<file path="src/rtl/prog_loader_pkg.sv">
// Shared types and widths for the boot-time program loader.
package prog_loader_pkg;

  typedef enum logic [2:0] {
    S_LEN_HI,
    S_LEN_LO,
    S_DATA,
    S_WRITE,
    S_CHECK,
    S_DONE,
    S_ERROR
  } state_t;

  localparam int CSUM_W = 8;
  localparam int CNT_W  = 16;

  function automatic logic [CSUM_W-1:0] xor_fold(input logic [CSUM_W-1:0] acc,
                                                 input logic [7:0]        data);
    return acc ^ data;
  endfunction

endpackage

</file>
<file path="src/rtl/prog_loader_if.sv">
// Byte stream channel plus the borrowed memory write port of the loader.
interface prog_loader_if;
  logic [7:0]  in_data;
  logic        in_valid;
  logic        in_ready;
  logic [31:0] mem_addr;
  logic [31:0] mem_wdata;
  logic        mem_wr;
  logic        mem_sel;

  modport master (
    output in_data, in_valid,
    input  in_ready, mem_addr, mem_wdata, mem_wr, mem_sel
  );

  modport slave (
    input  in_data, in_valid,
    output in_ready, mem_addr, mem_wdata, mem_wr, mem_sel
  );
endinterface

</file>
<file path="src/rtl/prog_loader_word_packer.sv">
// Packs big-endian stream bytes into 32-bit words; word is valid when word_full.
module word_packer (
  input  logic        clk,
  input  logic        rst,
  input  logic        shift_en,
  input  logic [7:0]  data_byte,
  output logic [31:0] word,
  output logic        word_full
);

  logic [23:0] shreg_r;
  logic [1:0]  cnt_r;

  // Shift in accepted bytes; only the three older bytes need storage.
  always_ff @(posedge clk or negedge rst) begin
    if (!rst) begin
      shreg_r <= 24'h00_0000;
      cnt_r   <= 2'd0;
    end else if (shift_en) begin
      shreg_r <= {shreg_r[15:0], data_byte};
      cnt_r   <= cnt_r + 2'd1;
    end
  end

  assign word      = {shreg_r, data_byte};
  assign word_full = shift_en && (cnt_r == 2'd3);

endmodule

</file>
<file path="src/rtl/prog_loader.sv">
// Boot loader: receives a length-prefixed, XOR-checked byte image, writes it
// to CPU memory word by word, then releases the CPU from reset.
module prog_loader
  import prog_loader_pkg::*;
#(
  parameter logic [31:0] BASE_ADDR = 32'h0000_0000,
  parameter int          MAX_WORDS = 64
) (
  input  logic          clk,
  input  logic          rst,
  prog_loader_if.slave  bus,
  output logic          cpu_hold,
  output logic          done,
  output logic          error
);

  localparam logic [CNT_W-1:0] MAX_N = CNT_W'(MAX_WORDS);

  state_t            state_r;
  state_t            state_next;
  logic [7:0]        len_hi_r;
  logic [CNT_W-1:0]  n_r;
  logic [CNT_W-1:0]  idx_r;
  logic [CSUM_W-1:0] csum_r;
  logic              in_ready_r;
  logic              mem_wr_r;
  logic              mem_sel_r;
  logic [31:0]       mem_addr_r;
  logic [31:0]       mem_wdata_r;
  logic              cpu_hold_r;
  logic              done_r;
  logic              error_r;
  logic              accept;
  logic [CNT_W-1:0]  len_word;
  logic [31:0]       word;
  logic              word_full;

  assign accept   = bus.in_valid && in_ready_r;
  assign len_word = {len_hi_r, bus.in_data};

  word_packer u_packer (
    .clk       (clk),
    .rst       (rst),
    .shift_en  (accept && (state_r == S_DATA)),
    .data_byte (bus.in_data),
    .word      (word),
    .word_full (word_full)
  );

  // Next-state decode for the load sequence.
  always_comb begin
    state_next = state_r;
    case (state_r)
      S_LEN_HI: begin
        if (accept) state_next = S_LEN_LO;
        else        state_next = state_r;
      end
      S_LEN_LO: begin
        if (!accept)                  state_next = state_r;
        else if (len_word > MAX_N)    state_next = S_ERROR;
        else if (len_word == 16'd0)   state_next = S_CHECK;
        else                          state_next = S_DATA;
      end
      S_DATA: begin
        if (word_full) state_next = S_WRITE;
        else           state_next = state_r;
      end
      S_WRITE: begin
        if ((idx_r + 16'd1) == n_r) state_next = S_CHECK;
        else                        state_next = S_DATA;
      end
      S_CHECK: begin
        if (!accept)                        state_next = state_r;
        else if (bus.in_data == csum_r)     state_next = S_DONE;
        else                                state_next = S_ERROR;
      end
      S_DONE:  state_next = S_DONE;
      S_ERROR: state_next = S_ERROR;
      default: state_next = S_ERROR;
    endcase
  end

  // State, datapath and outputs; outputs are decoded from the next state so
  // they are registered yet line up with the state they describe.
  always_ff @(posedge clk or negedge rst) begin
    if (!rst) begin
      state_r     <= S_LEN_HI;
      len_hi_r    <= 8'h00;
      n_r         <= 16'd0;
      idx_r       <= 16'd0;
      csum_r      <= 8'h00;
      in_ready_r  <= 1'b0;
      mem_wr_r    <= 1'b0;
      mem_sel_r   <= 1'b1;
      mem_addr_r  <= BASE_ADDR;
      mem_wdata_r <= 32'h0000_0000;
      cpu_hold_r  <= 1'b1;
      done_r      <= 1'b0;
      error_r     <= 1'b0;
    end else begin
      state_r    <= state_next;
      in_ready_r <= state_next inside {S_LEN_HI, S_LEN_LO, S_DATA, S_CHECK};
      mem_wr_r   <= (state_next == S_WRITE);
      mem_sel_r  <= (state_next != S_DONE);
      cpu_hold_r <= (state_next != S_DONE);
      done_r     <= (state_next == S_DONE);
      error_r    <= (state_next == S_ERROR);
      if (accept && (state_r == S_LEN_HI)) len_hi_r <= bus.in_data;
      if (accept && (state_r == S_LEN_LO)) n_r <= len_word;
      if (accept && (state_r inside {S_LEN_HI, S_LEN_LO, S_DATA}))
        csum_r <= xor_fold(csum_r, bus.in_data);
      if (word_full) begin
        mem_wdata_r <= word;
        mem_addr_r  <= BASE_ADDR + {{(30-CNT_W){1'b0}}, idx_r, 2'b00};
      end
      if (state_r == S_WRITE) idx_r <= idx_r + 16'd1;
    end
  end

  assign bus.in_ready  = in_ready_r;
  assign bus.mem_wr    = mem_wr_r;
  assign bus.mem_sel   = mem_sel_r;
  assign bus.mem_addr  = mem_addr_r;
  assign bus.mem_wdata = mem_wdata_r;
  assign cpu_hold      = cpu_hold_r;
  assign done          = done_r;
  assign error         = error_r;

endmodule

</file>
<file path="src/flat_wrapper.sv">
// flat-port wrapper written by rule: the top's interface ports become plain ports
module prog_loader_flat import prog_loader_pkg::*;
#(
  parameter logic [31:0] BASE_ADDR = 32'h0000_0000,
  parameter int          MAX_WORDS = 64
)
  (clk, rst, cpu_hold, done, error, bus_in_data, bus_in_valid, bus_in_ready, bus_mem_addr, bus_mem_wdata, bus_mem_wr, bus_mem_sel);
  prog_loader_if bus_i ();
  input  logic clk;
  input  logic rst;
  output logic cpu_hold;
  output logic done;
  output logic error;
  input wire logic [$bits(bus_i.in_data)-1:0] bus_in_data;
  input wire logic [$bits(bus_i.in_valid)-1:0] bus_in_valid;
  output wire logic [$bits(bus_i.in_ready)-1:0] bus_in_ready;
  output wire logic [$bits(bus_i.mem_addr)-1:0] bus_mem_addr;
  output wire logic [$bits(bus_i.mem_wdata)-1:0] bus_mem_wdata;
  output wire logic [$bits(bus_i.mem_wr)-1:0] bus_mem_wr;
  output wire logic [$bits(bus_i.mem_sel)-1:0] bus_mem_sel;
  assign bus_i.in_data = bus_in_data;
  assign bus_i.in_valid = bus_in_valid;
  assign bus_in_ready = bus_i.in_ready;
  assign bus_mem_addr = bus_i.mem_addr;
  assign bus_mem_wdata = bus_i.mem_wdata;
  assign bus_mem_wr = bus_i.mem_wr;
  assign bus_mem_sel = bus_i.mem_sel;
  prog_loader #(.BASE_ADDR(BASE_ADDR), .MAX_WORDS(MAX_WORDS)) u_core (.clk(clk), .rst(rst), .bus(bus_i), .cpu_hold(cpu_hold), .done(done), .error(error));
endmodule
</file>
<file path="config.mk">
export PLATFORM = sky130hd
export DESIGN_NAME = prog_loader_flat
export DESIGN_NICKNAME = d
export VERILOG_FILES = /design/src/rtl/prog_loader_pkg.sv /design/src/rtl/prog_loader_if.sv /design/src/rtl/prog_loader_word_packer.sv /design/src/rtl/prog_loader.sv /design/src/flat_wrapper.sv
export SDC_FILE = /design/constraint.sdc
export NUM_CORES = 1
export LEC_CHECK = 0
export CAP_MARGIN = 10
export CORE_ASPECT_RATIO = 1.75
export CORE_MARGIN = 2
export CORE_UTILIZATION = 45
export CTS_CLUSTER_DIAMETER = 80
export CTS_CLUSTER_SIZE = 28
export DETAILED_ROUTE_END_ITERATION = 6
export PLACE_DENSITY = 0.73
export SETUP_SLACK_MARGIN = 0.05
export SLEW_MARGIN = 20
export SYNTH_ARGS = -nofsm -noshare
export SYNTH_HDL_FRONTEND = slang
export SYNTH_SLANG_ARGS = --single-unit
export TNS_END_PERCENT = 30
</file>
<file path="constraint.sdc">
create_clock -name clk -period 5 [get_ports clk]
set_input_delay 1 -clock clk [delete_from_list [all_inputs] [get_ports clk]]
set_output_delay 1 -clock clk [all_outputs]
set_load 0.01 [all_outputs]
</file>
==> results.yml <==
outcome:
  status: "completed"
logic_synthesis:
  syn_inst: 520
  synth_seq_cells: 130
  syn-cell-area_sq_mm: 0.00589
  ys_top_cells_by_area: "dfrtp_1, mux2_2, nand2_1"
  yosys.area.top_type: "dfrtp_1"
  synth-edff-count: 0
  syn_area_per_cell_sq_um: 11.3
  synth_ff_type: "dfrtp_1"
  synth_top_area_share_pct: 54.8
  netlist-cell-type-count: 54
  ys_async_sr_fraction_pct: 100
  ys_seq_area_share_pct: 55.2
  ys_warn_count: 0
clock_network:
  cts.clk_slew.worst_paths_ns: 0.06
  clock_path_buffers: 2
  cts_sinks: 130
  cts_setup_buffers: 0
  ctsHoldBuffers: 0
  cts.htree.levels: 4
  cts_tree: "done"
  cts_root_buf: "clkbuf_16"
  clk_latency_ns: 0.41
  cts_made_buffers: 17
  ctsResizeCount: 0
grt:
  grt_pass1_vias: 4159
  grt_pass1_wl_microns: 20700
  antenna_found_initial: 0
  grt_usage_pct: 18.8
  grt-ovfl-total: 0
  grt_max_degree: 75
final_layout:
  finalCoreUtilization_pct: 55.7
  drive_above_1_share_pct: 20.1
  final_common_cell: "dfrtp_1"
  diodes: 0
  design_area_sq_mm: 0.00717
  fin_cells: 762
  final_cell_mix: "dfrtp_1, nand2_1, mux2_2"
  nets: 591
  syn_to_final_growth_pct: 21.6
routing:
  vias: 4044
  viasPerCell: 5.31
  drt_iter0_drc: 164
  wirelength_microns: 12600
  post_drt_wl_per_cell_microns: 16.6
  first_pass_iters: 4
  drc: 0
  ant_nets: 0
timing:
  clock_skew_ns: 0.00734
  hold_viol: 0
  fin_crit_ns: 3.17
  drv_slew: 0
  period_share_pct: 63.3
  fmax_mhz: 316
  slew_headroom_pct: 33.7
  finalWorstSetupSlack_ns: 1.83
  rsz0062_at_grt: "false"
  setup-violations-final: 0
  final.setup.tns_ns: 0
  tightest_slew_ns: 0.987
floorplanning:
  boundaryPins: 81
  die_h_microns: 155
  rows: 55
  start_util_pct: 45.8
  die_area_sq_mm: 0.0141
  die_x_microns: 90.5
  core_area_sq_mm: 0.0129
setup_path:
  worstSetupPathType: "in2reg"
  critPathMaxStageDelay_ns: 0.52
  cp_data_arrival_time_ns: 3.51
  cpMostUsedCell: "nand2_1"
  crit_path_end_kind: "register"
  cp_slowest_cell: "nand3_2"
  path_cells: "clkdlybuf4s50_1 > nand2_1 > nor3_1 > nand3_2 > buf_4 > inv_2 > nand2_1 > nand2_1"
  cp_top_family: "buffers and inverters"
  crit_fanout: 32
  r2r_setup_slack_ns: 2.51
  required_ns: 5.35
  critical_path_buf_inv_count: 3
  startpoint_type: "input pin"
place:
  gp_congestion: 0.912
  dp_hpwl_microns: 9000
  io_buffers: 64
  place_area_sq_mm: 0.00660
  placed_cells: 730
  pre_cts_slack_ns: 1.48
power_and_ir_drop:
  p_leak_nw: 3.47
  peakVddDrop_mv: 0.216
  powerDensity_mw_per_mm2: 317
run:
  drv_cap: 0
worst_hold_path:
  hold_class: "reg2reg"
[worst min-delay path: stages (launching register included)]
cell,delay (ns)
dfrtp_1,0.34
nand2_1,0.05
nand2_1,0.05
[area by class of cell]
cell class                 count  area [sq um]
fill                        1113          5700
clock inverter                15           143
multi-input combinational    354          2440
clock buffer                  17           425
timing repair buffer          67           661
inverter                       8          30.0
sequential                   130          3250
tap                          171           214
[sequential cells by signal (all words and copies together), names as in the netlist]
register / flops
u_core.bus.mem_wdata: 32
u_core.n_r: 16
u_core.bus.mem_addr: 16
u_core.u_packer.cnt_r: 2
u_core.len_hi_r: 8
u_core.done: 1
u_core.u_packer.shreg_r: 24
u_core.error: 1
u_core.bus.mem_wr: 1
u_core.state_r: 3
u_core.bus.in_ready: 1
u_core.csum_r: 8
u_core.bus.mem_sel: 1
u_core.idx_r: 16
[cell usage after synthesis, drive strengths merged (2+ instances only)]
cell type,count
nand2,99
nor3b,2
ha,2
or3,4
nor2,19
nand3,17
mux2,71
and4,3
a21oi,2
xnor2,28
nor4b,3
clkbuf,18
a31oi,2
buf,25
nor2b,4
o21ai,14
dfrtp,129
xor2,15
inv,8
nor3,10
a211o,2
and3,4
or4,3
nor4,4
a31o,2
nand4,7
o211a,3
or4b,2
[power breakdown]
part / total (mW) / leakage [nW] / switching, mW / internal [mW]
sequential: 1.05 / 1.80 / 0 / 1.05
combinational: 0.0486 / 1.40 / 0.0385 / 0.0101
clock: 1.17 / 0.270 / 0.512 / 0.658
[routing by layer]
| metal | routed length (microns) | vias up | global-route usage, % | share of wire (%) |
|---|---|---|---|---|
| li1 | - | 1870 | - | - |
| met1 | 4800 | 2026 | 20.3 | 38 |
| met2 | 6810 | 115 | 33.9 | 54 |
| met3 | 527 | 33 | 4.55 | 4.2 |
| met4 | 495 | 0 | 9.60 | 3.9 |
| met5 | 0 | - | 0 | 0 |
[worst paths after layout]
check	start	to	cells past startpoint
max	bus_in_valid	u_core.bus.mem_wdata[9]	8
min	u_core.u_packer.shreg_r[23]	u_core.bus.mem_wdata[31]	2
max reg2reg	u_core.idx_r[3]	u_core.state_r[2]	6
min reg2reg	u_core.u_packer.shreg_r[23]	u_core.bus.mem_wdata[31]	2
max in group asynchronous	rst	u_core.csum_r[2]	2
min in group asynchronous	rst	u_core.u_packer.shreg_r[14]	1
[kinds of logic (layout without fill, tap and decap cells)]
kind of cell / after synthesis / after routing / share of synthesized area (%)
adder cells (fa/ha/maj): 2 / 2 / 0.424
other: 1 / 16 / 0.0636
flip-flops: 130 / 130 / 55.2
multiplexers: 72 / 72 / 13.7
AND/OR/NAND/NOR: 185 / 185 / 15.1
XOR/XNOR: 43 / 43 / 6.39
AO/OA/AOI/OAI: 36 / 36 / 4.61
buffers and inverters: 51 / 107 / 4.46
[through the flow]
step           total power, mW  hold slack (ns)
6_report                  2.27            0.461
5_1_grt                   2.35            0.488
4_1_cts                   2.30            0.467
3_5_place_dp              1.12            0.450
3_3_place_gp              1.12            0.442
2_1_floorplan             1.09            0.433
No activity file was read; power rests on OpenSTA's default activity.
